$ cat src/rtl/snn_ff_pkg.sv
// Shared definitions for the FF-STDP synaptic path: op encodings, the
// read-modify-write controller state type and default geometry.
package snn_ff_pkg;

    localparam int W_WIDTH_DEF     = 8;
    localparam int LANES_DEF       = 4;
    localparam int TOTAL_DEPTH_DEF = 12544;

    localparam logic OP_READ   = 1'b0;
    localparam logic OP_UPDATE = 1'b1;

    typedef enum logic [2:0] {
        ST_IDLE = 3'd0,
        ST_RD   = 3'd1,
        ST_WT   = 3'd2,
        ST_WR   = 3'd3,
        ST_RSP  = 3'd4
    } rmw_state_t;

endpackage

$ cat src/rtl/sat_lane_add.sv
// Signed saturating adder for one weight lane. The sum is formed one bit
// wider than the operands so overflow can be detected from the top two bits.
module sat_lane_add #(
    parameter int W_WIDTH = 8
) (
    input  logic [W_WIDTH-1:0] a,
    input  logic [W_WIDTH-1:0] b,
    output logic [W_WIDTH-1:0] y
);

    localparam logic [W_WIDTH-1:0] MAX_W = {1'b0, {(W_WIDTH-1){1'b1}}};
    localparam logic [W_WIDTH-1:0] MIN_W = {1'b1, {(W_WIDTH-1){1'b0}}};

    logic [W_WIDTH:0] sum_ext;

    // Sign-extend, add, then clamp when the two top bits disagree (overflow).
    always_comb begin
        sum_ext = {a[W_WIDTH-1], a} + {b[W_WIDTH-1], b};
        if (sum_ext[W_WIDTH] != sum_ext[W_WIDTH-1])
            y = sum_ext[W_WIDTH] ? MIN_W : MAX_W;
        else
            y = sum_ext[W_WIDTH-1:0];
    end

endmodule

$ cat src/rtl/synaptic_rmw_ctrl.sv
// Initiator for the banked synaptic weight SRAM. Serves reads and
// read-modify-write weight updates (per-lane saturating add of signed
// deltas). All SRAM drive signals are registered and derived from the
// next state, so CS/WE line up exactly with the RD and WR states.
module synaptic_rmw_ctrl
    import snn_ff_pkg::*;
#(
    parameter int DATA_WIDTH  = 32,
    parameter int W_WIDTH     = W_WIDTH_DEF,
    parameter int LANES       = LANES_DEF,
    parameter int TOTAL_DEPTH = TOTAL_DEPTH_DEF,
    parameter int AW          = $clog2(TOTAL_DEPTH)
) (
    input  logic                  CK,
    input  logic                  RST_N,
    input  logic                  req_valid,
    output logic                  req_ready,
    input  logic                  req_op,
    input  logic [AW-1:0]         req_addr,
    input  logic [DATA_WIDTH-1:0] req_delta,
    output logic                  rsp_valid,
    input  logic                  rsp_ready,
    output logic [DATA_WIDTH-1:0] rsp_data,
    output logic                  sram_cs,
    output logic                  sram_we,
    output logic [AW-1:0]         sram_a,
    output logic [DATA_WIDTH-1:0] sram_d,
    input  logic [DATA_WIDTH-1:0] sram_q,
    output logic                  err_addr,
    input  logic                  err_clr,
    output logic [15:0]           upd_cnt
);

    // One extra bit so a power-of-two depth still compares correctly.
    localparam logic [AW:0] DEPTH_LIM = TOTAL_DEPTH[AW:0];

    rmw_state_t state, state_nxt;

    logic                  op_q;
    logic [AW-1:0]         addr_q;
    logic [DATA_WIDTH-1:0] delta_q;
    logic [DATA_WIDTH-1:0] new_word;

    logic                  accept;
    logic                  addr_bad;
    logic                  cs_nxt;
    logic                  we_nxt;
    logic [AW-1:0]         a_nxt;
    logic [DATA_WIDTH-1:0] d_nxt;
    logic                  rsp_valid_nxt;

    assign accept   = req_valid & req_ready;
    assign addr_bad = ({1'b0, req_addr} >= DEPTH_LIM);

    // Per-lane saturating add of the stored word and the latched deltas.
    for (genvar g = 0; g < LANES; g++) begin : g_lane
        sat_lane_add #(
            .W_WIDTH (W_WIDTH)
        ) u_lane (
            .a (sram_q [g*W_WIDTH +: W_WIDTH]),
            .b (delta_q[g*W_WIDTH +: W_WIDTH]),
            .y (new_word[g*W_WIDTH +: W_WIDTH])
        );
    end

    // State register; reset aborts any in-flight access immediately.
    always_ff @(posedge CK or negedge RST_N) begin
        if (!RST_N) state <= ST_IDLE;
        else        state <= state_nxt;
    end

    // Next-state: fixed RD -> WT walk, then branch on the latched op.
    always_comb begin
        state_nxt = state;
        case (state)
            ST_IDLE: if (accept && !addr_bad) state_nxt = ST_RD;
            ST_RD:   state_nxt = ST_WT;
            ST_WT:   state_nxt = (op_q == OP_UPDATE) ? ST_WR : ST_RSP;
            ST_WR:   state_nxt = ST_IDLE;
            ST_RSP:  if (rsp_ready) state_nxt = ST_IDLE;
            default: state_nxt = ST_IDLE;
        endcase
    end

    // Outputs: ready only in IDLE out of reset; SRAM drive values for the
    // next cycle are decoded from the next state and registered below.
    always_comb begin
        req_ready     = (state == ST_IDLE) && RST_N;
        cs_nxt        = (state_nxt == ST_RD) || (state_nxt == ST_WR);
        we_nxt        = (state_nxt == ST_WR);
        rsp_valid_nxt = (state_nxt == ST_RSP);
        a_nxt         = sram_a;
        d_nxt         = sram_d;
        if (state_nxt == ST_RD) a_nxt = req_addr;
        if (state_nxt == ST_WR) begin
            a_nxt = addr_q;
            d_nxt = new_word;
        end
    end

    // Latch the accepted request; out-of-range requests are dropped here.
    always_ff @(posedge CK or negedge RST_N) begin
        if (!RST_N) begin
            op_q    <= OP_READ;
            addr_q  <= '0;
            delta_q <= '0;
        end else if (accept && !addr_bad) begin
            op_q    <= req_op;
            addr_q  <= req_addr;
            delta_q <= req_delta;
        end
    end

    // Registered SRAM port drive.
    always_ff @(posedge CK or negedge RST_N) begin
        if (!RST_N) begin
            sram_cs <= 1'b0;
            sram_we <= 1'b0;
            sram_a  <= '0;
            sram_d  <= '0;
        end else begin
            sram_cs <= cs_nxt;
            sram_we <= we_nxt;
            sram_a  <= a_nxt;
            sram_d  <= d_nxt;
        end
    end

    // Read response: capture Q in WT and hold it through RSP backpressure.
    always_ff @(posedge CK or negedge RST_N) begin
        if (!RST_N) begin
            rsp_valid <= 1'b0;
            rsp_data  <= '0;
        end else begin
            rsp_valid <= rsp_valid_nxt;
            if (state == ST_WT && op_q == OP_READ) rsp_data <= sram_q;
        end
    end

    // Sticky address error; a clear wins over a same-cycle set.
    always_ff @(posedge CK or negedge RST_N) begin
        if (!RST_N)                 err_addr <= 1'b0;
        else if (err_clr)           err_addr <= 1'b0;
        else if (accept && addr_bad) err_addr <= 1'b1;
    end

    // Completed-update counter, counts the write cycle and saturates.
    always_ff @(posedge CK or negedge RST_N) begin
        if (!RST_N)
            upd_cnt <= '0;
        else if (state == ST_WR && upd_cnt != 16'hFFFF)
            upd_cnt <= upd_cnt + 16'd1;
    end

endmodule

$ cat config.mk
export PLATFORM = sky130hd
export DESIGN_NAME = synaptic_rmw_ctrl
export DESIGN_NICKNAME = d
export VERILOG_FILES = /design/src/rtl/snn_ff_pkg.sv /design/src/rtl/sat_lane_add.sv /design/src/rtl/synaptic_rmw_ctrl.sv
export SDC_FILE = /design/constraint.sdc
export NUM_CORES = 1
export LEC_CHECK = 0
export CAP_MARGIN = 20
export CORE_ASPECT_RATIO = 1.5
export CORE_UTILIZATION = 55
export CTS_BUF_LIST = sky130_fd_sc_hd__clkbuf_8
export CTS_CLUSTER_SIZE = 16
export DETAILED_ROUTE_END_ITERATION = 8
export PLACE_DENSITY = 0.88
export RECOVER_POWER = 50
export SETUP_SLACK_MARGIN = 0.2
export SYNTH_ARGS = -nofsm -noshare
export SYNTH_HDL_FRONTEND = slang
export SYNTH_SLANG_ARGS = --single-unit
$ cat constraint.sdc
create_clock -name CK -period 3.6 [get_ports CK]
set_input_delay 0.36 -clock CK [delete_from_list [all_inputs] [get_ports CK]]
set_output_delay 0.36 -clock CK [all_outputs]
set_load 0.02 [all_outputs]
### Yosys cells after proc, flatten, opt, wreduce, memory -nomap -nowiden

Cells that the tools add are included.

* add/subtract/negate cells: 5
* $lt $le $gt $ge: 1
* eq/ne operators: 12
* reduce and logical (&&, ||, !) cells: 10
* muxes and demuxes: 16
* bitwise operators: 2

Operators by type and width (number)
* $mux W8: 8
* $add A8 B8 Y9: 4
* $mux W14: 2
* $add A16 B1 Y16 const B: 1
* $ne A16 B16 Y1 const B: 1
* $ge A14 B14 Y1 const B: 1
* $pmux W3 S4: 1
* $eq A3 B2 Y1 const B: 3
* $mux W3: 3
* $eq A3 B1 Y1 const B: 2
* $eq A3 B3 Y1 const B: 2
* $logic_and A1 B1 Y1: 5
* $ne A1 B1 Y1: 4
* $reduce_bool A2 Y1: 2
* $logic_not A3 Y1: 1
* $mux W1: 2
* $and A1 B1 Y1: 1
* $logic_not A1 Y1: 1
* $logic_or A1 B1 Y1: 1
* $not A1 Y1: 1

* word-level logic and storage cells: 58
* bits in registers: 148
* output and inout bits: 99
* input port bits: 84

### Longest topological paths before layout

Gate-level depths: netlist of run 1.

* word-level depth: 9
* depth in mapped cells: 8
* mapped depth without buffers: 8

### Modules after synthesis

A second synthesis of run 1 with hierarchy kept.

* cells, all modules: 821
* area total of the unflattened synthesis: 8924.8 um2

Modules (own cells, without submodules)
* synaptic_rmw_ctrl: area an instance 6392.4 um2, cells each 455, times used 1, sequential area each 3703.6 um2
* sat_lane_add (g_lane[1].u_lane): area an instance 659.4 um2, cells each 91, times used 1, sequential area each 0.0 um2
* sat_lane_add (g_lane[2].u_lane): area an instance 645.6 um2, cells each 90, times used 1, sequential area each 0.0 um2
* sat_lane_add (g_lane[0].u_lane): area an instance 635.6 um2, cells each 94, times used 1, sequential area each 0.0 um2
* sat_lane_add (g_lane[3].u_lane): area an instance 591.8 um2, cells each 91, times used 1, sequential area each 0.0 um2

### Least setup slack after synthesis of run 1

Ideal clock, no wire load.

* path type: input-to-reg
* start point: input sram_q[8]
* end point: register sram_d[13]
* data arrival time: 2.126 ns
* cell stages on the path: 8
* path buffers: 0
* library setup time: 0.133 ns
* slack: 1.341 ns
* data required time: 3.467 ns
* cell sequence: ha_1 -> fa_1 -> a211o_1 -> nand2_1 -> a21oi_1 -> o311ai_0 -> o311a_1 -> o22ai_1

* longest elaborated chain between the ends: 3
* elaborated cells between the ends (all ways): 4
* classes of those cells: 1 x add/sub; 1 x eq/ne; 2 x mux

RTL lines
* from (decl): RTL line synaptic_rmw_ctrl.sv:28 `input logic [DATA_WIDTH-1:0] sram_q,`
* $add A8 B8 Y9 (*): RTL line sat_lane_add.sv:18 `sum_ext = {a[W_WIDTH-1], a} + {b[W_WIDTH-1], b};`
* $mux W8 or $ne A1 B1 Y1 (tied branches): RTL line sat_lane_add.sv:20, sat_lane_add.sv:19
* $mux W8 (*): RTL line sat_lane_add.sv:19 `if (sum_ext[W_WIDTH] != sum_ext[W_WIDTH-1])`
* to (signal assigned): RTL line synaptic_rmw_ctrl.sv:125 `sram_d <= d_nxt;`
* to (decl): RTL line synaptic_rmw_ctrl.sv:27 `output logic [DATA_WIDTH-1:0] sram_d,`

Every way passes the cells marked *; elsewhere a longest branch is shown, timed or not.
A chain may end at the register's enable or synchronous reset.

### Worst setup path in the final report of run 1

* start point: input RST_N
* end point: output req_ready

* longest elaborated chain between the ends: 1

RTL lines
* from (decl): RTL line synaptic_rmw_ctrl.sv:15 `input logic RST_N,`
* $logic_and A1 B1 Y1: RTL line synaptic_rmw_ctrl.sv:88 `req_ready = (state == ST_IDLE) && RST_N;`
* to (decl): RTL line synaptic_rmw_ctrl.sv:17 `output logic req_ready,`

Every way passes these cells.

==> reports/results.ini, run 1 <==
[outcome]
status = finished, violations left
violations = max-capacitance violations, max-slew violations

[worst_setup_path]
crit_arrival_ps = 2540
cpPeakStageDelay_ps = 740
start_kind = input port
cp-end-kind = output pin
path_cells = dlygate4sd3_1 -> buf_6 -> nor4b_1 -> clkdlybuf4s50_1
crit_start = RST_N
cp.required_ps = 3240
regToRegStartpoint = state[0]
cpLargestDelayFamily = buffers and inverters
cp_slowest_cell = clkdlybuf4s50_1
path_class = input port to output pin
path_max_fanout = 33
critPathBufInv = 3

[die]
ios = 183
fp.dieW_um = 96.3
core_um2 = 13000
die_area_um2 = 13800
fp-row-count = 51
fp.dieH_um = 143
floorplan.initialDensity_pct = 56.4

[drt]
wl_um = 18100
drc_errors = 0
wl_per_cell_um = 16.5
via_per_inst = 5.53
drt_iter0_drc = 178
num_vias = 6067
ant_nets = 0
first_pass_iters = 4

[logic_synthesis]
ys_async_sr_fraction_pct = 100
post_synth_num_cell_types = 58
syn-num-nets = 860
ys.flop_type = dfrtp_1
netlist_area_um2 = 7340
synthCells = 739
synth-edff-count = 0
synth.yosys.seq_area_share_pct = 50.5
ys_seq_elements = 148
avgSynthCellArea_um2 = 9.93
ys.warnings.count = 0

[grt]
grt_busiest_layer = met2
antenna_found_initial = 0
use_met2_pct = 49.5
grt_usage_pct = 27.8
grtUsageMet3_pct = 7.04
grtUsageMet1_pct = 30.1
grt_remaining_overflow = 0
grt_max_degree = 69
grt_pass1_vias = 6191
grt_pass1_wl_um = 29200

[place]
dp_slack_ps = 719
post-place-cells = 1064
post_dp_cell_area_um2 = 9320
hpwlAfterDp_um = 13300
routabilityCongestion = 0.823
portBuffers = 182

[cells_and_area]
final_area_um2 = 9660
area_growth_syn_to_layout_pct = 31.7
final_core_util_pct = 74.2
n_antenna_cell = 0
nets = 1046
drive_gt1_share_pct = 8.53
fillers = 962
final_cells = 1097

[timing]
period_minus_slack_ps = 2900
fin_worst_skew_ps = 16.7
fmax_mhz = 345
rsz0062_at_grt = no
maxSlewViolCount = 85
finalHoldViolCount = 0
setup_viol = 0
whs_ps = 348
worstMarginPinSlew_ps = 1640
timing.final.crit_share_pct = 80.6
fin_tns_setup_ps = 0
fin_ws_ps = 699
max_slew_margin_pct = -9.62

[cts]
path_clk_slew_ps = 100
root_buffer = clkbuf_8
htreeDepth = 4
cts_tree = built
cts.sinks = 148
clockBufferDepth = 2
cts_buffers = 17
post_cts_buffers = 0
cts_resized = 0
clkLatencyLatePin_ps = 450

[pwr]
ir_drop_mv = 0.506
p_int_mw = 4.85
p_per_area_nw_per_um2 = 854
p_clk_share_pct = 14.8
fin_total_pwr_mw = 8.26
combPwrFrac_pct = 51.4
pwr-share-seq_pct = 33.8
net-switching-power_mw = 3.41
p_leak_nw = 4.42
netSwitchingFraction_pct = 41.3

[min_path]
hold_class = input port to async pin

[job]
drv_cap = 2

cell families (layout without fill, tap and decap cells):
group                      after synthesis  in the layout  synth area share [%]
AOI/OAI and AO/OA                      137            137                  12.3
adders and majority gates               37             37                  6.72
xor gates and xnor gates                33             33                  4.04
muxes                                   49             49                  7.25
buffers and inverters                   33            232                  1.98
DFF                                    148            148                  50.5
and+or+nand+nor                        302            302                  17.3
cells in the final DEF (no fill, tap or decap), drive strengths merged, types with 4 or more instances in the layout:
cell type,synthesis,routed
a211oi,9,9
a21o,7,7
a21oi,32,32
buf,15,4
clkbuf,8,21
clkdlybuf4s50,0,177
clkinv,0,4
dfrtp,148,148
dlygate4sd3,0,5
fa,4,4
ha,33,33
inv,10,19
mux2,33,33
mux2i,16,16
nand2,194,194
nand4,4,4
nor2,64,64
nor2b,5,5
nor3,10,10
o21a,6,6
o21ai,49,49
o21bai,5,5
o22a,4,4
o22ai,8,8
or3,4,4
xnor2,18,18
xor2,15,15
layer usage:
metal	share of wire (%)	wire, um
met2	54	9710
met1	37	6770
met4	3.7	663
met3	5.1	914
met5	0	0
flip-flops by register name, summed over array words and instances (netlist names), 3 cells and up:
signal	count
rsp_data	32
sram_d	32
state	3
upd_cnt	16
sram_a	14
delta_q	32
addr_q	14
final timing paths:
kind	end	depth (start not counted)	slack, ps
worst max register to register	delta_q[11]	5	1120
max in group asynchronous	sram_d[0]	3	1360
worst min register to register	sram_d[7]	2	480
worst min-delay path	sram_d[12]	2	350
worst max-delay path	req_ready	4	700
min in group CK	delta_q[27]	3	430
area by class of cell:
type / instances / area, um^2 / share of cell area (%)
clock buffer: 17 / 234 / 2.42
inverter: 10 / 37.5 / 0.388
sequential: 148 / 3700 / 38.3
multi-input combinational: 558 / 3480 / 36.0
tap: 159 / 199 / 2.06
timing repair buffer: 190 / 1870 / 19.4
clock inverter: 15 / 140 / 1.45
cell usage after synthesis, drive strengths merged (4+ instances only):
cell type  count  area share (%)
nand2        194              10
dfrtp        148              50
nor2          64             3.3
o21ai         49             3.3
ha            33             5.6
mux2          33             5.1
a21oi         32             2.2
xnor2         18             2.1
mux2i         16             2.2
buf           15             1.1
xor2          15             1.9
inv           10            0.51
nor3          10            0.68
a211oi         9            0.99
clkbuf         8            0.41
o22ai          8            0.68
a21o           7            0.72
o21a           6            0.61
nor2b          5            0.43
o21bai         5            0.51
fa             4             1.1
nand4          4            0.34
o22a           4            0.48
or3            4            0.34
worst reg2reg max path, delay by kind of cell, from the launching register on:
| family | cells | cell delay, ps |
|---|---|---|
| flops | 1 | 450 |
| simple gates | 5 | 1920 |
power by group through the flow:
stage / clock network, mW / registers (mW) / logic (mW)
after floorplan: 0 / 3.31 / 2.15
after global placement: 0 / 2.79 / 4.11
after detailed placement: 0 / 2.84 / 4.25
after CTS: 1.25 / 2.81 / 4.27
after global routing: 1.33 / 2.89 / 4.63
final: 1.23 / 2.79 / 4.24
timing repair:
action	CTS	global route
endpoints found under the hold margin	30	0
setup endpoints to repair	0	0
hold buffers	1	0
(Power assumes the default switching activity.)
==> inputs of run 2 (changes only) <==
--- a/config.mk
+++ b/config.mk
@@ -7,11 +7,11 @@
 export LEC_CHECK = 0
 export CAP_MARGIN = 20
 export CORE_ASPECT_RATIO = 1.5
-export CORE_UTILIZATION = 55
+export CORE_UTILIZATION = 46
 export CTS_BUF_LIST = sky130_fd_sc_hd__clkbuf_8
 export CTS_CLUSTER_SIZE = 16
 export DETAILED_ROUTE_END_ITERATION = 8
-export PLACE_DENSITY = 0.88
+export PLACE_DENSITY = 0.78
 export RECOVER_POWER = 50
 export SETUP_SLACK_MARGIN = 0.2
 export SYNTH_ARGS = -nofsm -noshare
==> constraint.sdc (replaced) <==
create_clock -name CK -period 2.57 [get_ports CK]
set_input_delay 0.257 -clock CK [delete_from_list [all_inputs] [get_ports CK]]
set_output_delay 0.257 -clock CK [all_outputs]
set_load 0.02 [all_outputs]
==> reports/results.ini, run 2 (synthesis results as in run 1) <==
[die]
core_um2 = 15600  ; was 13000 um^2
fp.dieW_um = 105  ; was 96.3 um
floorplan.initialDensity_pct = 47.0  ; was 56.4%
fp-row-count = 56  ; was 51
ios = 183  ; unchanged
die_area_um2 = 16500  ; was 13800 um^2
fp.dieH_um = 157  ; was 143 um

[cells_and_area]
fillers = 1336  ; was 962
layout_common_cells = nand2_1, clkdlybuf4s50_1, dfrtp_1  ; unchanged
final_common_cell = nand2_1  ; unchanged
nets = 1064  ; was 1046
n_antenna_cell = 0  ; unchanged
reg_top3 = delta_q x32, rsp_data x32, sram_d x32  ; unchanged
area_growth_syn_to_layout_pct = 35.8  ; was 31.7%
final_core_util_pct = 63.8  ; was 74.2%
drive_gt1_share_pct = 11.3  ; was 8.53%

[drt]
first_pass_iters = 4  ; unchanged
wl_per_cell_um = 15.1  ; was 16.5 um
num_vias = 5922  ; was 6067
wl_um = 17500  ; was 18100 um
via_per_inst = 5.11  ; was 5.53
drt_iter0_drc = 171  ; was 178
ant_nets = 0  ; unchanged
drc_errors = 0  ; unchanged

[worst_setup_path]
r2r_end = sram_d[14]  ; was delta_q[11]
rrSetupSlack_ps = 330  ; was 1120 ps
path_max_fanout = 3  ; was 33
cp.required_ps = 2310  ; was 3240 ps
cp-end-kind = output pin  ; unchanged
reg2reg_depth = 9  ; was 5
start_kind = input port  ; unchanged
path_class = input port to output pin  ; unchanged
regToRegStartpoint = delta_q[8]  ; was state[0]
crit_arrival_ps = 2070  ; was 2540 ps

[timing]
whs_ps = 339  ; was 348 ps
max_slew_margin_pct = 28.8  ; was -9.62%
finalHoldViolCount = 0  ; unchanged
worstMarginPinSlew_ps = 1070  ; was 1640 ps
period_minus_slack_ps = 2330
rsz0062_at_grt = no  ; unchanged
setup_viol = 0  ; unchanged
fmax_mhz = 429
fin_tns_setup_ps = 0  ; unchanged
maxSlewViolCount = 0  ; was 85
fin_worst_skew_ps = 16.7  ; about the same
timing.final.crit_share_pct = 90.7

[cts]
post_cts_buffers = 0  ; unchanged
cts_tree = built  ; unchanged
root_buffer = clkbuf_8  ; unchanged
clockBufferDepth = 2  ; unchanged
path_clk_slew_ps = 100  ; about the same
cts_buffers = 17  ; unchanged
clkLatencyLatePin_ps = 430  ; was 450 ps
htreeDepth = 4  ; unchanged
cts.sinks = 148  ; unchanged

[pwr]
p_per_area_nw_per_um2 = 1200  ; was 854 nW/um^2
p_leak_nw = 4.54  ; was 4.42 nW
ir_drop_mv = 0.610  ; was 0.506 mV
netSwitchingFraction_pct = 40.1  ; was 41.3%
combPwrFrac_pct = 51.3  ; was 51.4%
p_int_mw = 7.13  ; was 4.85 mW
p_clk_share_pct = 16.1  ; was 14.8%
net-switching-power_mw = 4.78  ; was 3.41 mW
pwr-share-seq_pct = 32.6  ; was 33.8%

[place]
hpwlAfterDp_um = 12800  ; was 13300 um
routabilityCongestion = 0.825  ; was 0.823
portBuffers = 182  ; unchanged

[min_path]
hold_end = delta_q[27]
hold_depth = 3
hp-start = req_delta[27]
hold_class = input port to flip-flop  ; was input port to async pin

[outcome]
status = finished, final reports clean  ; was finished, violations left

[grt]
grt_usage_pct = 21.4  ; was 27.8%
grt_remaining_overflow = 0  ; unchanged
grt_pass1_vias = 5829  ; was 6191
grt_max_degree = 149  ; was 69
antenna_found_initial = 0  ; unchanged
grt_pass1_wl_um = 27600  ; was 29200 um

[job]
drv_cap = 0  ; was 2

## run 2: changes by cell type in the layout (fill, tap and decap cells not counted), sizes merged
cell,change
buf,+18
bufinv,+2
clkdlybuf4s50,-4
clkinv,-2
clkinvlp,-1
dlygate4sd3,+4
inv,+1
## run 2: cell type report
| class | instances | area, um^2 | area share, % |
|---|---|---|---|
| Clock inverter | 15 | 185 | 1.86 |
| Sequential cell | 148 | 3700 | 37.2 |
| Timing Repair Buffer | 208 | 2020 | 20.2 |
| Inverter | 10 | 37.5 | 0.377 |
| Multi-Input combinational cell | 558 | 3540 | 35.5 |
| Clock buffer | 17 | 234 | 2.35 |
| Tap cell | 203 | 254 | 2.55 |
## run 2: layer usage
layer  share of wire (%)  track usage [%]  routed length, um
met1                  42             24.5               7290
met2                  53             39.5               9360
met3                 3.1             3.75                541
met5                   0                0                  0
met4                 2.0             7.91                349
## run 2: through the flow
step                power (mW)  setup WS, ps  instances  cell area (um^2)
finish                    11.9           239       1159              9970
global route              12.7           174       1159              9970
CTS                       12.0           214       1159              9950
detailed placement        10.0          -217       1126              9520
global placement          9.88         -93.8       1126              9520
floorplan                 7.65           317        739              7340
## run 2: worst max-delay path by stage
stage,startpoint,to,slack (ps),cells past startpoint
2_1_floorplan,delta_q[8],sram_d[13],320,8
3_3_place_gp,sram_q[8],sram_d[8],-90,9
3_5_place_dp,sram_q[8],sram_d[9],-220,9
4_1_cts,delta_q[8],sram_d[14],210,9
5_1_grt,state[0],sram_a[13],170,6
6_report,RST_N,req_ready,240,4
## run 2: worst max-delay path: stages
cell and delay, ps:
dlygate4sd3_1 520, clkbuf_1 240, nor4b_4 380, clkdlybuf4s50_1 670
## run 2: what timing repair did
action                                  CTS  global route
resized for setup                         1             9
hold buffers                              1             0
endpoints found under the setup margin    6            15
pin swaps                                 1             3
endpoints found under the hold margin    12             0
## run 2: power groups by stage
stage	Combinational (mW)	Clock, mW	Sequential, mW
after floorplan	3.01	0	4.64
after detailed placement	6.10	0	3.95
final	6.11	1.92	3.88
after CTS	6.13	1.98	3.90
after global routing	6.66	2.07	4.02
after global placement	5.97	0	3.91
==> inputs of run 3 (changes only) <==
--- a/config.mk
+++ b/config.mk
@@ -7,6 +7,7 @@
 export LEC_CHECK = 0
 export CAP_MARGIN = 20
 export CORE_ASPECT_RATIO = 1.5
+export CORE_MARGIN = 3
 export CORE_UTILIZATION = 46
 export CTS_BUF_LIST = sky130_fd_sc_hd__clkbuf_8
 export CTS_CLUSTER_SIZE = 16
==> reports/results.ini, run 3 (synthesis results as in run 1) <==
[outcome]
status = finished, final reports clean  ; unchanged

[place]
routabilityCongestion = 0.841  ; was 0.825
portBuffers = 182  ; unchanged
dp_slack_ps = -159  ; was -217 ps
hpwlAfterDp_um = 13300  ; was 12800 um

[die]
ios = 183  ; unchanged
die_area_um2 = 17500  ; was 16500 um^2
floorplan.initialDensity_pct = 47.8  ; was 47.0%
fp-row-count = 55  ; was 56
fp.dieH_um = 161  ; was 157 um
fp.dieW_um = 109  ; was 105 um
core_um2 = 15300  ; was 15600 um^2

[timing]
setup_viol = 0  ; unchanged
maxSlewViolCount = 0  ; unchanged
fin_ws_ps = 250  ; was 239 ps
timing.final.crit_share_pct = 90.3  ; was 90.7%
rsz0062_at_grt = no  ; unchanged
worstMarginPinSlew_ps = 1090  ; was 1070 ps
fmax_mhz = 431  ; was 429 MHz
finalHoldViolCount = 0  ; unchanged
max_slew_margin_pct = 27.6  ; was 28.8%
period_minus_slack_ps = 2320  ; was 2330 ps
fin_worst_skew_ps = 11.8  ; was 16.7 ps

[grt]
use_met2_pct = 37.7  ; was 39.5%
grtUsageMet3_pct = 4.50  ; was 3.75%
grt_remaining_overflow = 0  ; unchanged
grtUsageMet1_pct = 24.3  ; was 24.5%
grt_max_degree = 149  ; unchanged
grt_busiest_layer = met2  ; unchanged
grt_pass1_vias = 6185  ; was 5829
grt_pass1_wl_um = 29300  ; was 27600 um
grt_usage_pct = 21.1  ; was 21.4%
antenna_found_initial = 1  ; was 0

[drt]
drt_iter0_drc = 162  ; was 171
num_vias = 5951  ; was 5922
via_per_inst = 5.13  ; was 5.11
ant_nets = 0  ; unchanged
wl_per_cell_um = 15.4  ; was 15.1 um
first_pass_iters = 4  ; unchanged
wl_um = 17800  ; was 17500 um
drc_errors = 0  ; unchanged

[worst_setup_path]
crit_arrival_ps = 2060  ; was 2070 ps
cpPeakStageDelay_ps = 670  ; about the same
critPathBufInv = 3  ; unchanged
cp_slowest_cell = clkdlybuf4s50_1  ; unchanged
cp.required_ps = 2310  ; about the same
cp-end-kind = output pin  ; unchanged
path_max_fanout = 3  ; unchanged
cpLargestDelayFamily = buffers and inverters  ; unchanged
path_class = input port to output pin  ; unchanged
start_kind = input port  ; unchanged
path_cells = dlygate4sd3_1 -> clkbuf_1 -> nor4b_4 -> clkdlybuf4s50_1  ; unchanged

[cells_and_area]
nets = 1067  ; was 1064
reg_top3 = delta_q x32, rsp_data x32, sram_d x32  ; unchanged
fillers = 1278  ; was 1336
final_common_cell = nand2_1  ; unchanged
final_core_util_pct = 65.0  ; was 63.8%
drive_gt1_share_pct = 12.0  ; was 11.3%
layout_common_cells = nand2_1, clkdlybuf4s50_1, dfrtp_1  ; unchanged
area_growth_syn_to_layout_pct = 35.9  ; was 35.8%

[cts]
clockBufferDepth = 2  ; unchanged
cts.sinks = 148  ; unchanged
cts_buffers = 17  ; unchanged
root_buffer = clkbuf_8  ; unchanged
clkLatencyLatePin_ps = 430  ; about the same
htreeDepth = 4  ; unchanged
cts_tree = built  ; unchanged
path_clk_slew_ps = 90  ; was 100 ps

[min_path]
hold_class = input port to flip-flop  ; unchanged

[pwr]
p_per_area_nw_per_um2 = 1190  ; was 1200 nW/um^2
net-switching-power_mw = 4.71  ; was 4.78 mW
pwr-share-seq_pct = 33.0  ; was 32.6%
p_clk_share_pct = 15.7  ; was 16.1%
fin_total_pwr_mw = 11.8  ; was 11.9 mW
p_leak_nw = 4.56  ; was 4.54 nW
netSwitchingFraction_pct = 39.8  ; was 40.1%
p_int_mw = 7.13  ; about the same
ir_drop_mv = 0.668  ; was 0.610 mV
combPwrFrac_pct = 51.3  ; about the same

[job]
drv_cap = 0  ; unchanged

[run 3: cell types whose count changed in the layout (fill, tap and decap cells not counted), moves of 2 or more]
cell             before  now
clkdlybuf4s50_1     173  158
dlygate4sd3_1         9   24
inv_6                 8    3
buf_4                21   24
clkinv_2              0    3
clkbuf_8             17   19
[run 3: per-stage QoR]
stage	TNS, ps	hold slack, ps	area [um^2]	cells
final	0	344	9970	1159
after global routing	0	325	9970	1159
after CTS	0	314	9950	1157
after detailed placement	-1770	463	9530	1124
after global placement	-757	458	9530	1124
after floorplan	0	-38.6	7340	739
[run 3: area by class of cell]
class                   count  area (um^2)  area share, %
repair buffers            211         2040           20.4
inverters                  10         37.5          0.376
clock buffers              19          262           2.62
diodes                      1         2.50         0.0251
flip-flops and latches    148         3700           37.1
well taps                 199          249           2.50
clock inverters            13          145           1.46
multi-input cells         558         3540           35.5
[run 3: worst min-delay path, stage by stage]
cell and delay, ps:
clkdlybuf4s50_1 400, nand2_1 50, nand2_1 40
[run 3: path summary, 6_finish.rpt]
| kind | startpoint | end | slack (ps) | cells past startpoint |
|---|---|---|---|---|
| max in group asynchronous | RST_N | rsp_data[15] | 1240 | 3 |
| worst min-delay path | req_delta[20] | delta_q[20] | 340 | 3 |
| worst max register to register | delta_q[8] | sram_d[14] | 310 | 9 |
| worst min register to register | delta_q[2] | delta_q[2] | 480 | 2 |
| min in group asynchronous | RST_N | rsp_data[22] | 640 | 3 |
| worst max-delay path | RST_N | req_ready | 250 | 4 |
[run 3: routing by layer]
metal	up-vias	share of wire, %
met2	153	53
met5	-	0
met3	29	5.5
li1	2952	-
met4	0	2.4
met1	2817	39
[run 3: power by group through the flow]
stage	Clock, mW	Sequential, mW	Combinational, mW
floorplan	0	4.64	3.01
global placement	0	3.92	5.98
detailed placement	0	3.98	6.11
CTS	1.90	3.93	6.14
global route	2.00	4.05	6.70
finish	1.85	3.91	6.08
[run 3: what timing repair did]
action | 4_1_cts | 5_1_grt
setup buffers | 0 | 1
endpoints found under the hold margin | 12 | 0
setup endpoints to repair | 6 | 22
hold buffers | 1 | 0
gates resized for setup | 1 | 12
pin swaps | 0 | 5
==> edit 1, RTL diff (settings of run 3) <==
Re-encode `rmw_state_t` (5 states) as one-hot, 5 bits wide.
--- a/src/rtl/snn_ff_pkg.sv
+++ b/src/rtl/snn_ff_pkg.sv
@@ -11,8 +11,8 @@
 
-    typedef enum logic [2:0] {
-        ST_IDLE = 3'd0,
-        ST_RD   = 3'd1,
-        ST_WT   = 3'd2,
-        ST_WR   = 3'd3,
-        ST_RSP  = 3'd4
+    typedef enum logic [4:0] {
+        ST_IDLE = 5'b00001,
+        ST_RD   = 5'b00010,
+        ST_WT   = 5'b00100,
+        ST_WR   = 5'b01000,
+        ST_RSP  = 5'b10000
     } rmw_state_t;
Behaviour: no difference found for any inputs over 10 cycles, from zero or initial values and one cycle with RST_N low; not proved beyond that.
==> edit 1 against run 3 <==
  * Total power fell by 14%
  * Critical path depth rose by 5
  * Die area up 2.0%
  * Routed wire length increased by 6.9%
  * Fmax rose by 0.81%
  * Worst setup slack better by 0.019 ns
  * Final area up 1.6%
  * Worst hold slack got worse by 0.032 ns
  * Global-route usage is 1.2 points higher
  * Sequential cell count up 2
  * Area after synthesis grew 2.0%
  * Clock skew increased by 0.0016 ns
==> edit 1: results (changes against run 3) <==
| Metric | Value |
|---|---|
| M1 WL | 7451 um (+6.2%) |
| Top flop regs | delta_q (32), rsp_data (32), sram_d (32) |
| Worst setup path end | sram_d[22] |
| FFs w/ async S/R, synth | 1.000 (unchanged) |
| Worst Path Arrival | 2.68 ns (+0.62 ns) |
| Gpl congestion | 0.8678 (+3.1%) |
| Synth unique cells | 75 (+29%) |
| Final wirelength | 19,070 um (+6.9%) |
| Status | complete, no violations |
| Flop2flop setup slack | 0.27 ns (-0.04 ns) |
| Syn Area/Cell | 10.08 um2 (+1.5%) |
| Hold endpoint | delta_q[5] |
| Prevailing post-synth register cell | dfrtp_1 |
| Crit Reg-Reg Startpoint | delta_q[16] |
| DP HPWL | 13,910 um (+4.6%) |
| Largest net degree at the start of global routing | 151 (+1.3%) |
| GRT Total Usage | 0.2230 (+0.01169) |
| Initial antenna violation count | 0 (-1) |
| Final Hold Violating Endpoints | 0 (unchanged) |
| Largest fanout on the critical path | 6 (+3) |
| Setup skew after layout | 0.01340 ns (+0.001645 ns) |
| Met1 Use GR | 0.2558 (+0.01331) |
| DR WL met3 | 806 um (-17%) |
| Placed cell area | 9686 um2 (+1.6%) |
| Worst-Margin Slew | 0.8362 ns (-0.2503 ns) |
| CTS Buf Count | 17 (unchanged) |
| CP max stage delay | 0.54 ns (-0.13 ns) |
| IR Drop Worst-Case VDD | 0.5337 mV (-20%) |
| Crit path max-delay cell type | or4b_4 |
| DRT iter0 DRCs | 308 (+90%) |
| Critical path class | reg2reg |
| Final Non-Filler Cells | 1,170 (+0.95%) |
| Met2 WL post-DR | 10,100 um (+7.2%) |
| Top cells by count, synth | nand2_1 (167), dfrtp_1 (149), nor2_1 (65), ha_1 (33), mux2_2 (32) |
| ANT cells | 0 (-1) |
| Share of cells above drive strength 1 | 0.1417 (+0.02176) |
| Placed Cells | 1,135 (+0.98%) |
| Vias in the first global route | 6,544 (+5.8%) |
| Met3 Use GR | 0.04970 (+0.004668) |
| Worst-Skew Late Latency | 0.46 ns (+0.03 ns) |
| CP delay by family, top | simple AND/OR/NAND/NOR gates |
| YS warnings | 0 (unchanged) |
| Synth area leaders | dfrtp_1 (50%), nand2_1 (8.4%), ha_1 (5.5%), mux2_2 (4.8%), nor2_1 (3.3%) |
| Hold Path Origin | req_delta[5] |
| WHS Path Cells | 3 (unchanged) |
| Met2 Use GR | 0.3906 (+0.01393) |
| DR top layer | met4 |
| Routed via count | 6,255 (+5.1%) |
| P_leak | 4.662 nW (+2.2%) |
| First-pass GRT wire length | 31,370 um (+6.9%) |
| Post-Syn Nets | 864 (+0.47%) |
| Seq/Total Area, Yosys | 0.5014 (-0.003269) |
-- edit 1: changes by cell type after synthesis, moves of 11 or more --
cell      before  now
nand2_1      193  167
nand2b_1       3   14
mux2i_1       16    0
a31oi_1        2   20
o21ai_0       40   27
a21oi_1       31   15
-- edit 1: kinds of logic (layout without fill, tap and decap cells) --
| family | after synthesis | count (layout) | share of synthesized area |
|---|---|---|---|
| and+or+nand+nor | 312 | 312 | 0.1900 |
| DFF | 150 | 150 | 0.5014 |
| AOI/OAI and AO/OA | 141 | 141 | 0.1342 |
| buffers and inverters | 45 | 269 | 0.02974 |
| adders and majority gates | 37 | 37 | 0.06583 |
| muxes | 33 | 33 | 0.04962 |
| xor gates and xnor gates | 25 | 25 | 0.02924 |
-- edit 1: what timing repair did --
item                                    CTS  global route
setup buffers                             0             2
pin swaps                                 1             5
cloned                                    0             0
gates resized for setup                   3            15
endpoints found under the setup margin    6            28
hold buffers                              1             0
endpoints found under the hold margin    70             0
-- edit 1: layout make-up --
cell class                 count  area (um2)
fill                        1314        5630
multi-input combinational    548        3573
inverter                      20       77.57
tap                          203       254.0
timing repair buffer         217        2108
clock buffer                  17       234.0
sequential                   150        3755
clock inverter                15       132.6
-- edit 1: power by group --
| group | switching [mW] | total [mW] | internal, mW |
|---|---|---|---|
| logic | 2.59 | 4.90 | 2.31 |
| clock network | 1.02 | 1.73 | 0.704 |
| registers | 0.451 | 3.61 | 3.16 |
-- edit 1: through the flow --
step                setup slack, ns  hold slack [ns]  setup TNS (ns)
global placement            -0.1867           0.4576          -1.145
CTS                          0.2283           0.2765               0
finish                       0.2684           0.3116               0
floorplan                    0.2778         -0.03859               0
global route                 0.1882           0.2831               0
detailed placement          -0.2821           0.4633          -2.103
==> edit 2, RTL diff (config.mk and constraints of run 3) <==
Made on the original files. Put one more register stage on the output `upd_cnt`, cleared by the reset. The value now appears one clock later. The other outputs are not delayed to match.
--- a/src/rtl/synaptic_rmw_ctrl.sv
+++ b/src/rtl/synaptic_rmw_ctrl.sv
@@ -35,2 +35,4 @@
     localparam logic [AW:0] DEPTH_LIM = TOTAL_DEPTH[AW:0];
+
+    logic [15:0] upd_cnt_s0;
 
@@ -149,5 +151,13 @@
         if (!RST_N)
+            upd_cnt_s0 <= '0;
+        else if (state == ST_WR && upd_cnt_s0 != 16'hFFFF)
+            upd_cnt_s0 <= upd_cnt_s0 + 16'd1;
+    end
+
+    always_ff @(posedge CK or negedge RST_N) begin
+        if (!RST_N) begin
             upd_cnt <= '0;
-        else if (state == ST_WR && upd_cnt != 16'hFFFF)
-            upd_cnt <= upd_cnt + 16'd1;
+        end else begin
+            upd_cnt <= upd_cnt_s0;
+        end
     end
Formal check against the unedited RTL: not equivalent (a bounded check fails within 10 cycles, from zero or initial values and one cycle with RST_N low).
==> edit 2 against run 3 <==
  * Sequential cell count rose by 16
  * Non-clock buffer count fell by 6
  * First-iteration DRC count rose by 30%
  * Fmax rose by 0.15%
  * Routed wire length rose by 7.8%
  * Die area rose by 5.2%
  * Final area rose by 4.4%
  * Sequential power rose by 6.9%
  * Worst hold slack got worse by 0.019 ns
  * Synthesized cell count rose by 2.2%
  * Total power rose by 6.1%
  * Register-to-register slack got worse by 0.06 ns
  * Worst setup slack improved by 0.0034 ns
  * Area after synthesis rose by 5.5%
==> edit 2: results (changes against run 3) <==
| Metric | Value |
|---|---|
| Gpl congestion | 0.8453 (+0.48%) |
| Synth area leaders | dfrtp_1 (53%), nand2_1 (9.4%), ha_1 (5.3%), mux2_2 (4.7%), nor2_1 (3.1%) |
| Worst-Margin Slew | 1.489 ns (+0.4024 ns) |
| Share of cells above drive strength 1 | 0.1094 (-0.01053) |
| Flops & latches, synth | 164 (+11%) |
| Syn Area/Cell | 10.25 um2 (+3.2%) |
| Worst Path Arrival | 2.64 ns (+0.58 ns) |
| Drt wl/cell | 16.37 um (+6.4%) |
| Core ar. | 16,330 um2 (+6.4%) |
| Largest net degree at the start of global routing | 165 (+11%) |
| Fillers | 1,374 (+7.5%) |
| Placed cell area | 9907 um2 (+3.9%) |
| Fin Hold WS | 0.3243 ns (-0.01932 ns) |
| Worst-Skew Late Latency | 0.45 ns (+0.02 ns) |
| Seq/Total Area, Yosys | 0.5303 (+0.02563) |
| Post-Syn Nets | 876 (+1.9%) |
| Psw | 4.874 mW (+3.6%) |
| Pint | 7.681 mW (+7.7%) |
| Non-clk bufs | 205 (-2.8%) |
| Clk pwr | 2.21 mW (+19%) |
| Hold endpoint | delta_q[10] |
| M1 WL | 7489 um (+6.7%) |
| Setup skew after layout | 0.01150 ns (-0.0002514 ns) |
| Worst Setup SP | delta_q[0] |
| Worst slack, placed | -0.1649 ns (-0.006122 ns) |
| Buffering overhead | 0.1924 (-0.01193) |
| DR WL met3 | 991 um (+1.7%) |
| Hold-fix buffers at CTS | 0 (-1) |
| Met3 Use GR | 0.05315 (+0.008118) |
| Combinational logic power | 6.17 mW (+1%) |
| First-pass GRT wire length | 30,850 um (+5.1%) |
| DP HPWL | 13,910 um (+4.6%) |
| Status | complete, no violations |
[edit 2: cell count changes in the layout (fill, tap and decap cells not counted), sizes merged]
cell | run 3 | this run
buf | 25 | 21
bufinv | 2 | 5
clkbuf | 23 | 19
clkinv | 5 | 1
clkinvlp | 2 | 1
dfrtp | 148 | 164
diode | 1 | 0
inv | 14 | 18
[edit 2: cells by family after synthesis]
kind of cell / count (synthesis) / synth area share
AOI/OAI and AO/OA: 137 / 0.1164
adders and majority gates: 37 / 0.06370
muxes: 49 / 0.06871
buffers and inverters: 33 / 0.01876
and+or+nand+nor: 302 / 0.1638
DFF: 164 / 0.5303
xor gates and xnor gates: 33 / 0.03832
[edit 2: critical path: stages, from the launching register on]
cell      delay [ns]
dfrtp_1         0.40
ha_1            0.21
fa_1            0.43
a211oi_2        0.28
o21ai_0         0.15
a21oi_1         0.22
buf_4           0.17
o31ai_4         0.10
nor2_1          0.14
o21ai_0         0.09
